`src/rtl/wr_err_responder.sv`:
```
//------------------------------------------------------------------------------
// Module   : wr_err_responder
// Summary  : Terminates AXI write traffic with in-order SLVERR B responses
//            while the subordinate is isolated by the write guard.
// Revision : 1.0
//------------------------------------------------------------------------------
`default_nettype none

module wr_err_responder #(
   parameter int MaxWrTxns = 32,
   parameter int IdWidth   = 4
) (
   input  logic               clk_i,
   input  logic               rst_i,
   input  logic               isolate_i,
   input  logic               pend_valid_i,
   output logic               pend_ready_o,
   input  logic [IdWidth-1:0] pend_id_i,
   input  logic [7:0]         pend_len_i,
   input  logic               pend_wdone_i,
   input  logic               aw_valid_i,
   output logic               aw_ready_o,
   input  logic [IdWidth-1:0] aw_id_i,
   input  logic [7:0]         aw_len_i,
   input  logic               w_valid_i,
   output logic               w_ready_o,
   input  logic               w_last_i,
   output logic               b_valid_o,
   input  logic               b_ready_i,
   output logic [IdWidth-1:0] b_id_o,
   output logic [1:0]         b_resp_o,
   output logic               busy_o,
   output logic               proto_err_o
);

   localparam int c_PW = (MaxWrTxns > 1) ? $clog2(MaxWrTxns) : 1;
   localparam int c_OW = $clog2(MaxWrTxns + 1);
   localparam logic [c_PW-1:0] c_LAST_IDX = c_PW'(MaxWrTxns - 1);
   localparam logic [c_OW-1:0] c_FULL_OCC = c_OW'(MaxWrTxns);

   typedef enum logic [1:0] {
      S_IDLE   = 2'd0,
      S_ACTIVE = 2'd1,
      S_DRAIN  = 2'd2
   } state_t;

   state_t             r_state;
   logic [IdWidth-1:0] r_id    [MaxWrTxns];
   logic [7:0]         r_len   [MaxWrTxns];
   logic [7:0]         r_cnt   [MaxWrTxns];
   logic               r_wdone [MaxWrTxns];
   logic [c_PW-1:0]    r_wr_ptr;
   logic [c_PW-1:0]    r_w_ptr;
   logic [c_PW-1:0]    r_b_ptr;
   logic [c_OW-1:0]    r_occ;
   logic [c_OW-1:0]    r_wpend;
   logic               r_proto_err;

   logic            w_full;
   logic            w_pend_ready;
   logic            w_aw_ready;
   logic            w_push_pend;
   logic            w_push_aw;
   logic            w_push;
   logic            w_cur_done;
   logic            w_w_avail;
   logic            w_w_ready;
   logic            w_w_hs;
   logic            w_last_beat;
   logic            w_w_adv;
   logic            w_b_valid;
   logic            w_pop;
   logic [c_OW-1:0] w_occ_nxt;

   function automatic logic [c_PW-1:0] f_next(input logic [c_PW-1:0] p);
      return (p == c_LAST_IDX) ? '0 : p + 1'b1;
   endfunction

   assign w_full       = (r_occ == c_FULL_OCC);
   assign w_pend_ready = (r_state == S_ACTIVE) && !w_full;
   assign w_aw_ready   = w_pend_ready && !pend_valid_i;
   assign w_push_pend  = pend_valid_i && w_pend_ready;
   assign w_push_aw    = aw_valid_i && w_aw_ready;
   assign w_push       = w_push_pend || w_push_aw;

   // r_wpend counts entries not yet passed by w_ptr; it disambiguates
   // w_ptr == wr_ptr between "nothing to drain" and "full, all undrained".
   assign w_cur_done  = r_wdone[r_w_ptr];
   assign w_w_avail   = (r_state != S_IDLE) && (r_wpend != '0);
   assign w_w_ready   = w_w_avail && !w_cur_done;
   assign w_w_hs      = w_w_ready && w_valid_i;
   assign w_last_beat = (r_cnt[r_w_ptr] == r_len[r_w_ptr]);
   assign w_w_adv     = w_w_avail && (w_cur_done || (w_valid_i && w_last_beat));

   assign w_b_valid = (r_occ != '0) && r_wdone[r_b_ptr];
   assign w_pop     = w_b_valid && b_ready_i;
   assign w_occ_nxt = r_occ + c_OW'(w_push) - c_OW'(w_pop);

   always_ff @(posedge clk_i or posedge rst_i) begin
      if (rst_i) begin
         r_state     <= S_IDLE;
         r_wr_ptr    <= '0;
         r_w_ptr     <= '0;
         r_b_ptr     <= '0;
         r_occ       <= '0;
         r_wpend     <= '0;
         r_proto_err <= 1'b0;
         for (int i = 0; i < MaxWrTxns; i++) begin
            r_id[i]    <= '0;
            r_len[i]   <= '0;
            r_cnt[i]   <= '0;
            r_wdone[i] <= 1'b0;
         end
      end else begin
         case (r_state)
            S_IDLE:   if (isolate_i) r_state <= S_ACTIVE;
            S_ACTIVE: if (!isolate_i) r_state <= (w_occ_nxt != '0) ? S_DRAIN : S_IDLE;
            S_DRAIN: begin
               if (isolate_i)          r_state <= S_ACTIVE;
               else if (r_occ == '0)   r_state <= S_IDLE;
            end
            default:  r_state <= S_IDLE;
         endcase

         r_proto_err <= w_w_hs && (w_last_i != w_last_beat);

         if (w_w_hs) begin
            r_cnt[r_w_ptr] <= r_cnt[r_w_ptr] + 8'd1;
            if (w_last_beat) r_wdone[r_w_ptr] <= 1'b1;
         end
         if (w_w_adv) r_w_ptr <= f_next(r_w_ptr);

         if (w_pop) begin
            r_wdone[r_b_ptr] <= 1'b0;
            r_b_ptr          <= f_next(r_b_ptr);
         end

         // Push slot can never alias b_ptr or w_ptr's live entry, so it wins last.
         if (w_push) begin
            r_id[r_wr_ptr]    <= w_push_pend ? pend_id_i  : aw_id_i;
            r_len[r_wr_ptr]   <= w_push_pend ? pend_len_i : aw_len_i;
            r_cnt[r_wr_ptr]   <= 8'd0;
            r_wdone[r_wr_ptr] <= w_push_pend && pend_wdone_i;
            r_wr_ptr          <= f_next(r_wr_ptr);
         end

         r_occ   <= w_occ_nxt;
         r_wpend <= r_wpend + c_OW'(w_push) - c_OW'(w_w_adv);
      end
   end

   assign pend_ready_o = w_pend_ready;
   assign aw_ready_o   = w_aw_ready;
   assign w_ready_o    = w_w_ready;
   assign b_valid_o    = w_b_valid;
   assign b_id_o       = r_id[r_b_ptr];
   assign b_resp_o     = w_b_valid ? 2'b10 : 2'b00;
   assign busy_o       = (r_state != S_IDLE);
   assign proto_err_o  = r_proto_err;

endmodule

`default_nettype wire

```
`config.mk`:
```
export PLATFORM = sky130hd
export DESIGN_NAME = wr_err_responder
export DESIGN_NICKNAME = d
export VERILOG_FILES = /design/src/rtl/wr_err_responder.sv
export SDC_FILE = /design/constraint.sdc
export NUM_CORES = 2
export LEC_CHECK = 0
export ABC_CLOCK_PERIOD_IN_PS = 35600
export BUFFER_PORTS_ARGS = -buffer_cell sky130_fd_sc_hd__buf_2
export CAP_MARGIN = 20
export CORE_MARGIN = 2
export CORE_UTILIZATION = 67
export CTS_CLUSTER_DIAMETER = 120
export DETAILED_ROUTE_END_ITERATION = 8
export PLACE_DENSITY = 0.84
export REMOVE_ABC_BUFFERS = 1
export SETUP_SLACK_MARGIN = 0.5
export SLEW_MARGIN = 25
export SYNTH_ARGS = -nofsm -noshare
export SYNTH_HDL_FRONTEND = slang
export SYNTH_SLANG_ARGS = --single-unit
```
`constraint.sdc`:
```
create_clock -name clk_i -period 35.6 [get_ports clk_i]
set_input_delay 0 -clock clk_i [delete_from_list [all_inputs] [get_ports clk_i]]
set_output_delay 0 -clock clk_i [all_outputs]
set_load 0.05 [all_outputs]
```
## Yosys cells after proc, flatten, opt, wreduce, memory -nomap -nowiden

Index checks and enable logic that the tools add are counted.

| word-level totals | value |
|---|---|
| register bits after elaboration | 702 |
| word-level logic and storage cells | 245 |

| cells by class | value |
|---|---|
| add/sub/neg operators | 8 |
| order comparisons | 6 |
| equality and inequality tests | 11 |
| multiplexer cells | 49 |
| bitwise gates (word level) | 8 |
| reductions and logical operators | 28 |

Operators with widths:

| cell | count |
|---|---|
| $bwmux W256 | 2 |
| $mux W256 | 2 |
| $and A256 B256 Y256 | 1 |
| $not A256 Y256 | 1 |
| $bwmux W128 | 1 |
| $mux W32 | 4 |
| $bmux W8 S5 | 2 |
| $demux W8 S5 | 2 |
| $mux W8 | 7 |
| $and A32 B32 Y32 | 1 |
| $bwmux W32 | 1 |
| $not A32 Y32 | 1 |
| $or A32 B32 Y32 | 1 |
| $bmux W4 S5 | 1 |
| $demux W4 S5 | 1 |
| $ge A6 B6 Y1 const B | 3 |
| $lt A6 B1 Y1 const B | 3 |
| $not A5 Y6 | 3 |
| $reduce_bool A6 Y1 | 3 |
| $logic_and A1 B1 Y1 | 16 |
| $mux W4 | 4 |
| $add A5 B1 Y5 const B | 3 |
| $demux W1 S5 | 3 |
| $eq A5 B5 Y1 const B | 3 |
| 21 further kinds | 41 |

## Logic depth before layout (Yosys ltp)

| depth | value |
|---|---|
| depth in word-level cells | 12 |
| depth in mapped cells | 20 |
| depth with buffers taken out | 18 |

## Worst setup path after synthesis

OpenSTA, ideal clock, no wires.

| path | value |
|---|---|
| kind | flip-flop to flip-flop |
| from | reg r_occ[2] |
| to | reg r_state[1] |
| library setup time | 0.113 ns |
| data arrival time | 4.251 ns |
| slack | 31.235 ns |
| stages on the path, launching flop included | 20 |
| buffers on the path | 1 |
| period minus slack after synthesis | 4.365 ns |
| path through | dfrtp_1 inv_1 ha_1 nor3b_1 a21oi_1 o21a_1 clkbuf_1 inv_1 ha_1 inv_1 ha_1 fa_1 a21oi_1 nor2_1 nor2_1 xnor2_1 or4_1 nor3_1 o22a_1 nor2_1 |

| between the ends | value |
|---|---|
| cells in the longest elaborated chain, start to end | 12 |
| elaborated cells on any way between the ends | 19 |

Ends and longest elaborated chain:

| item | line | source |
|---|---|---|
| start: declaration | 55 | `logic [c_OW-1:0] r_occ;` |
| start signal: assignment | 147 | `r_occ <= w_occ_nxt;` |
| $eq A6 B6 Y1 * | 79 | `assign w_full = (r_occ == c_FULL_OCC);` |
| $logic_not A1 Y1 * | 80 | `assign w_pend_ready = (r_state == S_ACTIVE) && !w_full;` |
| $logic_and A1 B1 Y1 * | 80 |  |
| named net pend_ready_o | 17 | `output logic pend_ready_o,` |
| $logic_and A1 B1 Y1 | 81 | `assign w_aw_ready = w_pend_ready && !pend_valid_i;` |
| $logic_and A1 B1 Y1 | 83 | `assign w_push_aw = aw_valid_i && w_aw_ready;` |
| $logic_or A1 B1 Y1 * | 84 | `assign w_push = w_push_pend \|\| w_push_aw;` |
| $add A6 B1 Y6 * | 97 | `assign w_occ_nxt = r_occ + c_OW'(w_push) - c_OW'(w_pop);` |
| $sub A6 B1 Y6 * | 97 |  |
| named net w_occ_nxt[4] | 73 | `logic [c_OW-1:0] w_occ_nxt;` |
| $reduce_bool A6 Y1 * | 117 | `S_ACTIVE: if (!isolate_i) r_state <= (w_occ_nxt != '0) ? S_DRAIN : S_IDLE;` |
| $mux W2 * (2 in series) | 117 |  |
| $pmux W2 S3 * | 115 | `case (r_state)` |
| end signal: assignment | 117 |  |
| end: declaration | 47 | `state_t r_state;` |

The timed path passes the listed nets; every way through them passes the cells marked *. The select of a mux whose other input is x is not followed.
A chain may end at the register's enable or synchronous reset.

## Final worst setup path

| path | value |
|---|---|
| from | reg r_w_ptr[1] |
| to | reg r_wpend[5] |

| between the ends | value |
|---|---|
| cells in the longest elaborated chain, start to end | 9 |
| elaborated cells on any way between the ends | 15 |

Ends and longest elaborated chain:

| item | line | source |
|---|---|---|
| start: declaration | 53 | `logic [c_PW-1:0] r_w_ptr;` |
| start signal: assignment | 131 | `if (w_w_adv) r_w_ptr <= f_next(r_w_ptr);` |
| $not A5 Y6 (implied by the code) * | 88, 92 |  |
| $bmux W8 S5 | 92 | `assign w_last_beat = (r_cnt[r_w_ptr] == r_len[r_w_ptr]);` |
| $mux W8 (implied by the code) (2 in series) | 92 |  |
| $eq A8 B8 Y1 | 92 |  |
| $logic_and A1 B1 Y1 | 93 | `assign w_w_adv = w_w_avail && (w_cur_done \|\| (w_valid_i && w_last_beat));` |
| $logic_or A1 B1 Y1 * | 93 |  |
| $logic_and A1 B1 Y1 * | 93 |  |
| named net w_w_adv | 70 | `logic w_w_adv;` |
| $sub A6 B1 Y6 * | 148 | `r_wpend <= r_wpend + c_OW'(w_push) - c_OW'(w_w_adv);` |
| end signal: assignment | 148 |  |
| end: declaration | 56 | `logic [c_OW-1:0] r_wpend;` |

Marks and branches as above.

==> results <==
- The routability-driven placement congestion ratio is 1.10.
- In this run, synthesis inferred 0 flip-flops with an integrated enable.
- For this block, wires on met1 add up to 39,100 um.
- The count of warnings emitted by yosys is 0.
- The met3 wire length is 15,900 um.
- The max capacitance violation total is 0.
- For the pin with the worst max-slew slack, the measured transition is 1.19 ns.
- The mean cell area of the mapped netlist is 9.75 um^2.
- Setup repair after global routing left no endpoint under its margin.
- The number of antenna repair diodes is 0.
- The part of the cycle the worst path needs is 16.8%.
- Counting flops with an async set or reset pin after synthesis yields a share of 100%.
- Setup total negative slack on the finished layout was measured at 0 ns.
- Traced cell by cell, the critical path runs through buf_4 -> mux2i_1 -> o22ai_1 -> nor4_1 -> nand2_1 -> xor2_1 -> nor4_4 -> buf_4 -> a31oi_2 -> inv_1 -> ha_1 -> inv_1 -> ha_1 -> a21o_1 -> a21oi_1 -> o21bai_1 -> a21oi_1 -> xor2_1.
- In this run, distinct cell masters in the synthesized netlist total 70.
- At the end of the flow the core is filled with cells to 74.5%.
- The clock input transition at the sequential cells of the worst setup and hold paths is 0.06 ns.
- In the final design database the tool counted 3,506 nets.
- The largest stage delay on the critical path is 0.85 ns.
- The floorplan step defined a die boundary enclosing 0.0531 mm^2.
- The flow ran to the end, and the final reports show no timing, DRC or antenna violations.
- After legalization and detailed placement, the total HPWL measured 70,000 um.
- CTS built an H-tree with a depth of 3.
- For this design, the sink count on the clock tree is 702.
- The logic depth of the worst register-to-register path is 18.
- The non-filler instance count after layout is 4,160.
- The post-synthesis sequential area ratio is 51.1%.
- The maximum resistive drop on vdd is 68.9 uV.
- In this run the worst hold path is classified as in -> async.
- The remaining design rule violation count is 0.
- The maximum number of buffers from clock root to sink is 3.
- For this run, the leading register cell type out of synthesis is sky130_fd_sc_hd__dfrtp_1.
- The minimum period implied by the final worst setup slack is 6.00 ns.
- The kind of critical path is reg -> reg.
- Of all nets on the critical path, the largest fanout is 54.
- The number of clock buffers added by TritonCTS is 72.
- The width of the chip is 230 um.
- The data required time at the worst endpoint is 36.14 ns.
- Across the routed clock network, the largest skew measured is 0.0175 ns.
- In this run the tightest slew margin relative to its limit is 20.5%.
- The kind of start point of the critical path is a register.
- The detailed router used layers up to and including met5.
- The ratio of cells with drive above 1 in the final layout is 11.3%.
- The detailed router's first-iteration violation count is 4,659.
- The signal arrival time at the worst endpoint is 6.54 ns.
- The slowest cell on the critical path is sky130_fd_sc_hd__buf_4.
- Synthesis produced a netlist whose cell count is 3,523.
- Buffers placed on the I/O ports in this run total 43.
- The endpoint identified for the worst register-to-register timing path is r_wpend[5].
- The floorplan has 82 rows.
- The count of boundary I/O pins is 45.
- The number of nets with antenna violations after routing is 0.
- The fill cell total of the finished layout is 3,335.
- In this run the standard cell core region covers 0.0504 mm^2.
- The area growth from synthesis to layout is 9.26%.
- The number of setup buffers added after CTS is 0.
- Dividing the detail-routed wire length by the instance count gives 27.5 um.
- The root buffer selected by CTS is sky130_fd_sc_hd__clkbuf_16.
- The length of the first detailed-routing pass in iterations is 9.
- In this run the critical register-to-register path is launched from r_w_ptr[1].
- The critical path endpoint category is a register.
- Setup violations remaining at the end of the flow were counted as 0.
- The initial cell density of the core is 68.2%.
- The cell area power density is 81.7 mW/mm^2.
- The clock latency of the later-clocked register in the worst-skew pair is 0.63 ns.
- The die is 230 um tall.
- The CTS tree is yes.
- Synthesis inferred 702 register bits.
- The global-route usage over all layers is 43.3%.
- After detailed placement, the design holds a cell count of 4,001.
- The number of antenna violations at the first check in global routing is 1.
- The via count is 29,600.
- The number of pins with negative max-slew slack in the final report is 0.
- The global-route wire length before repair is 173,000 um.
- The largest net degree at the start of global routing is 189.
- Based on the critical path, the design can be clocked at up to 167 MHz.
- The final-report hold violation count is 0.
- The routed wire length is 114,000 um.
- The number of global-route vias before repair is 29,100.
- The synthesized netlist occupies a cell area of 0.0344 mm^2.
- The number of vias per cell after detailed routing is 7.11.
- In this run the register-to-register setup slack is 29.60 ns.
- The routed length on met2 is 50,100 um.
- The leakage power is 16.7 nW.
- Summed over all layers, the global routing overflow is 0.
- In this run, post-CTS repair resized a total of 0 instances.
[cell families after synthesis]
family / after synthesis / share of synthesized area [%]
AOI/OAI and AO/OA: 822 / 13.7
and+or+nand+nor: 1221 / 15.8
buffers and inverters: 343 / 4.67
muxes: 378 / 12.8
DFF: 702 / 51.1
other: 1 / 0.0109
adders and majority gates: 35 / 1.32
xor gates and xnor gates: 21 / 0.557
[cell type report]
| class | instances | area [um^2] | share of cell area [%] |
|---|---|---|---|
| timing repair buffer | 154 | 1220 | 3.25 |
| inverter | 30 | 125 | 0.333 |
| clock inverter | 20 | 278 | 0.740 |
| clock buffer | 104 | 2070 | 5.53 |
| sequential | 702 | 17600 | 46.8 |
| multi-input combinational | 2478 | 15400 | 41.1 |
| tap | 672 | 841 | 2.24 |
[cell usage after synthesis (22+ instances only)]
library cell               number  area (um^2)
sky130_fd_sc_hd__a21oi_1      437         2190
sky130_fd_sc_hd__buf_6         22          248
sky130_fd_sc_hd__o22ai_1      127          795
sky130_fd_sc_hd__and3_1        36          225
sky130_fd_sc_hd__nor4_1        30          188
sky130_fd_sc_hd__nand3b_1      26          195
sky130_fd_sc_hd__dfrtp_1      702        17600
sky130_fd_sc_hd__nor2_1       385         1450
sky130_fd_sc_hd__inv_1         29          109
sky130_fd_sc_hd__buf_1         29          109
sky130_fd_sc_hd__mux2i_1      327         3270
sky130_fd_sc_hd__buf_2         65          325
sky130_fd_sc_hd__clkbuf_1     174          653
sky130_fd_sc_hd__nand2_1      540         2030
sky130_fd_sc_hd__mux4_2        48         1080
sky130_fd_sc_hd__o21ai_0      156          781
sky130_fd_sc_hd__nor3_1        26          130
sky130_fd_sc_hd__nand3_1      100          500
sky130_fd_sc_hd__ha_1          33          413
sky130_fd_sc_hd__o31ai_1       38          285
[where the power goes]
group	switching [mW]	internal [mW]
clock	0.320	0.443
sequential	0.144	0.993
combinational	0.754	0.414
[per-layer routing]
layer | vias to the layer above | GRT usage (%)
met3 | 652 | 14.6
met2 | 2436 | 64.4
met1 | 14400 | 54.1
met4 | 2 | 29.1
met5 | - | 0.643
li1 | 12100 | -
[worst max path at each step]
stage / to / cells past startpoint / slack, ns / startpoint
after CTS: r_wpend[4] / 18 / 29.62 / r_w_ptr[1]
after global routing: r_wpend[5] / 18 / 29.40 / r_w_ptr[1]
after detailed placement: r_wpend[4] / 18 / 29.85 / r_w_ptr[1]
after global placement: r_wpend[5] / 18 / 29.90 / r_w_ptr[1]
final: r_wpend[5] / 18 / 29.60 / r_w_ptr[1]
after floorplan: proto_err_o / 1 / 15.91 / rst_i
[sequential cells by signal (all words and copies together) (netlist names)]
name         flops
r_wpend          6
r_occ            6
r_state          2
r_len          256
r_b_ptr          5
r_wr_ptr         5
proto_err_o      1
r_id           128
r_wdone         32
r_w_ptr          5
r_cnt          256
[cells in the final DEF, fill, tap and decap left out, types with 5 or more instances in the layout]
| master | synthesis | routed |
|---|---|---|
| sky130_fd_sc_hd__nand2b_1 | 9 | 9 |
| sky130_fd_sc_hd__bufinv_16 | 0 | 5 |
| sky130_fd_sc_hd__nor2_2 | 0 | 28 |
| sky130_fd_sc_hd__inv_1 | 29 | 28 |
| sky130_fd_sc_hd__buf_4 | 17 | 68 |
| sky130_fd_sc_hd__nor3_1 | 26 | 26 |
| sky130_fd_sc_hd__or3_1 | 5 | 5 |
| sky130_fd_sc_hd__mux2i_2 | 0 | 9 |
| sky130_fd_sc_hd__mux4_2 | 48 | 48 |
| sky130_fd_sc_hd__a221oi_2 | 17 | 17 |
| sky130_fd_sc_hd__buf_2 | 65 | 43 |
| sky130_fd_sc_hd__nand2_1 | 540 | 533 |
| sky130_fd_sc_hd__clkbuf_1 | 174 | 19 |
| sky130_fd_sc_hd__nor2_1 | 385 | 356 |
| sky130_fd_sc_hd__o22ai_1 | 127 | 127 |
| sky130_fd_sc_hd__a22oi_1 | 6 | 6 |
| sky130_fd_sc_hd__nand3_2 | 17 | 18 |
| sky130_fd_sc_hd__clkbuf_16 | 0 | 74 |
| sky130_fd_sc_hd__and3_1 | 36 | 36 |
| sky130_fd_sc_hd__dfrtp_1 | 702 | 699 |
| sky130_fd_sc_hd__nor4_1 | 30 | 30 |
| sky130_fd_sc_hd__xor2_1 | 13 | 13 |
| sky130_fd_sc_hd__clkinv_2 | 0 | 10 |
| sky130_fd_sc_hd__dlygate4sd3_1 | 0 | 34 |
| sky130_fd_sc_hd__nand3b_1 | 26 | 26 |
| sky130_fd_sc_hd__ha_1 | 33 | 33 |
| sky130_fd_sc_hd__a21oi_1 | 437 | 437 |
| sky130_fd_sc_hd__and2_1 | 6 | 6 |
| sky130_fd_sc_hd__nand4bb_1 | 6 | 6 |
| sky130_fd_sc_hd__o31ai_1 | 38 | 38 |
| sky130_fd_sc_hd__nand2_2 | 0 | 7 |
| sky130_fd_sc_hd__o21ai_0 | 156 | 156 |
| sky130_fd_sc_hd__clkbuf_8 | 0 | 11 |
| sky130_fd_sc_hd__nand3_1 | 100 | 99 |
| sky130_fd_sc_hd__mux2i_1 | 327 | 315 |
[metrics by stage]
| step | power [mW] | hold slack (ns) | setup WS (ns) | cell area (um^2) |
|---|---|---|---|---|
| global route | 3.18 | 0.102 | 29.40 | 37500 |
| floorplan | 2.02 | 0.0658 | 15.91 | 32900 |
| CTS | 3.02 | 0.0383 | 29.62 | 37500 |
| finish | 3.07 | 0.00489 | 29.60 | 37500 |
| global placement | 2.20 | 0.163 | 29.90 | 34700 |
| detailed placement | 2.25 | 0.171 | 29.85 | 34800 |
[timing repair]
action,4_1_cts,5_1_grt
hold buffers,34,0
endpoints found under the setup margin,0,0
endpoints found under the hold margin,437,0
[critical path: cells and delay by family, from the launching register on]
family | cells | cell delay [ns]
mux | 1 | 0.31
buf+inv | 4 | 1.51
xor+xnor | 2 | 0.41
fa+ha+maj | 2 | 0.41
simple gates | 3 | 1.30
compound gates | 6 | 1.09
flops | 1 | 0.76
Note: power is estimated with default switching activity, not from simulation.
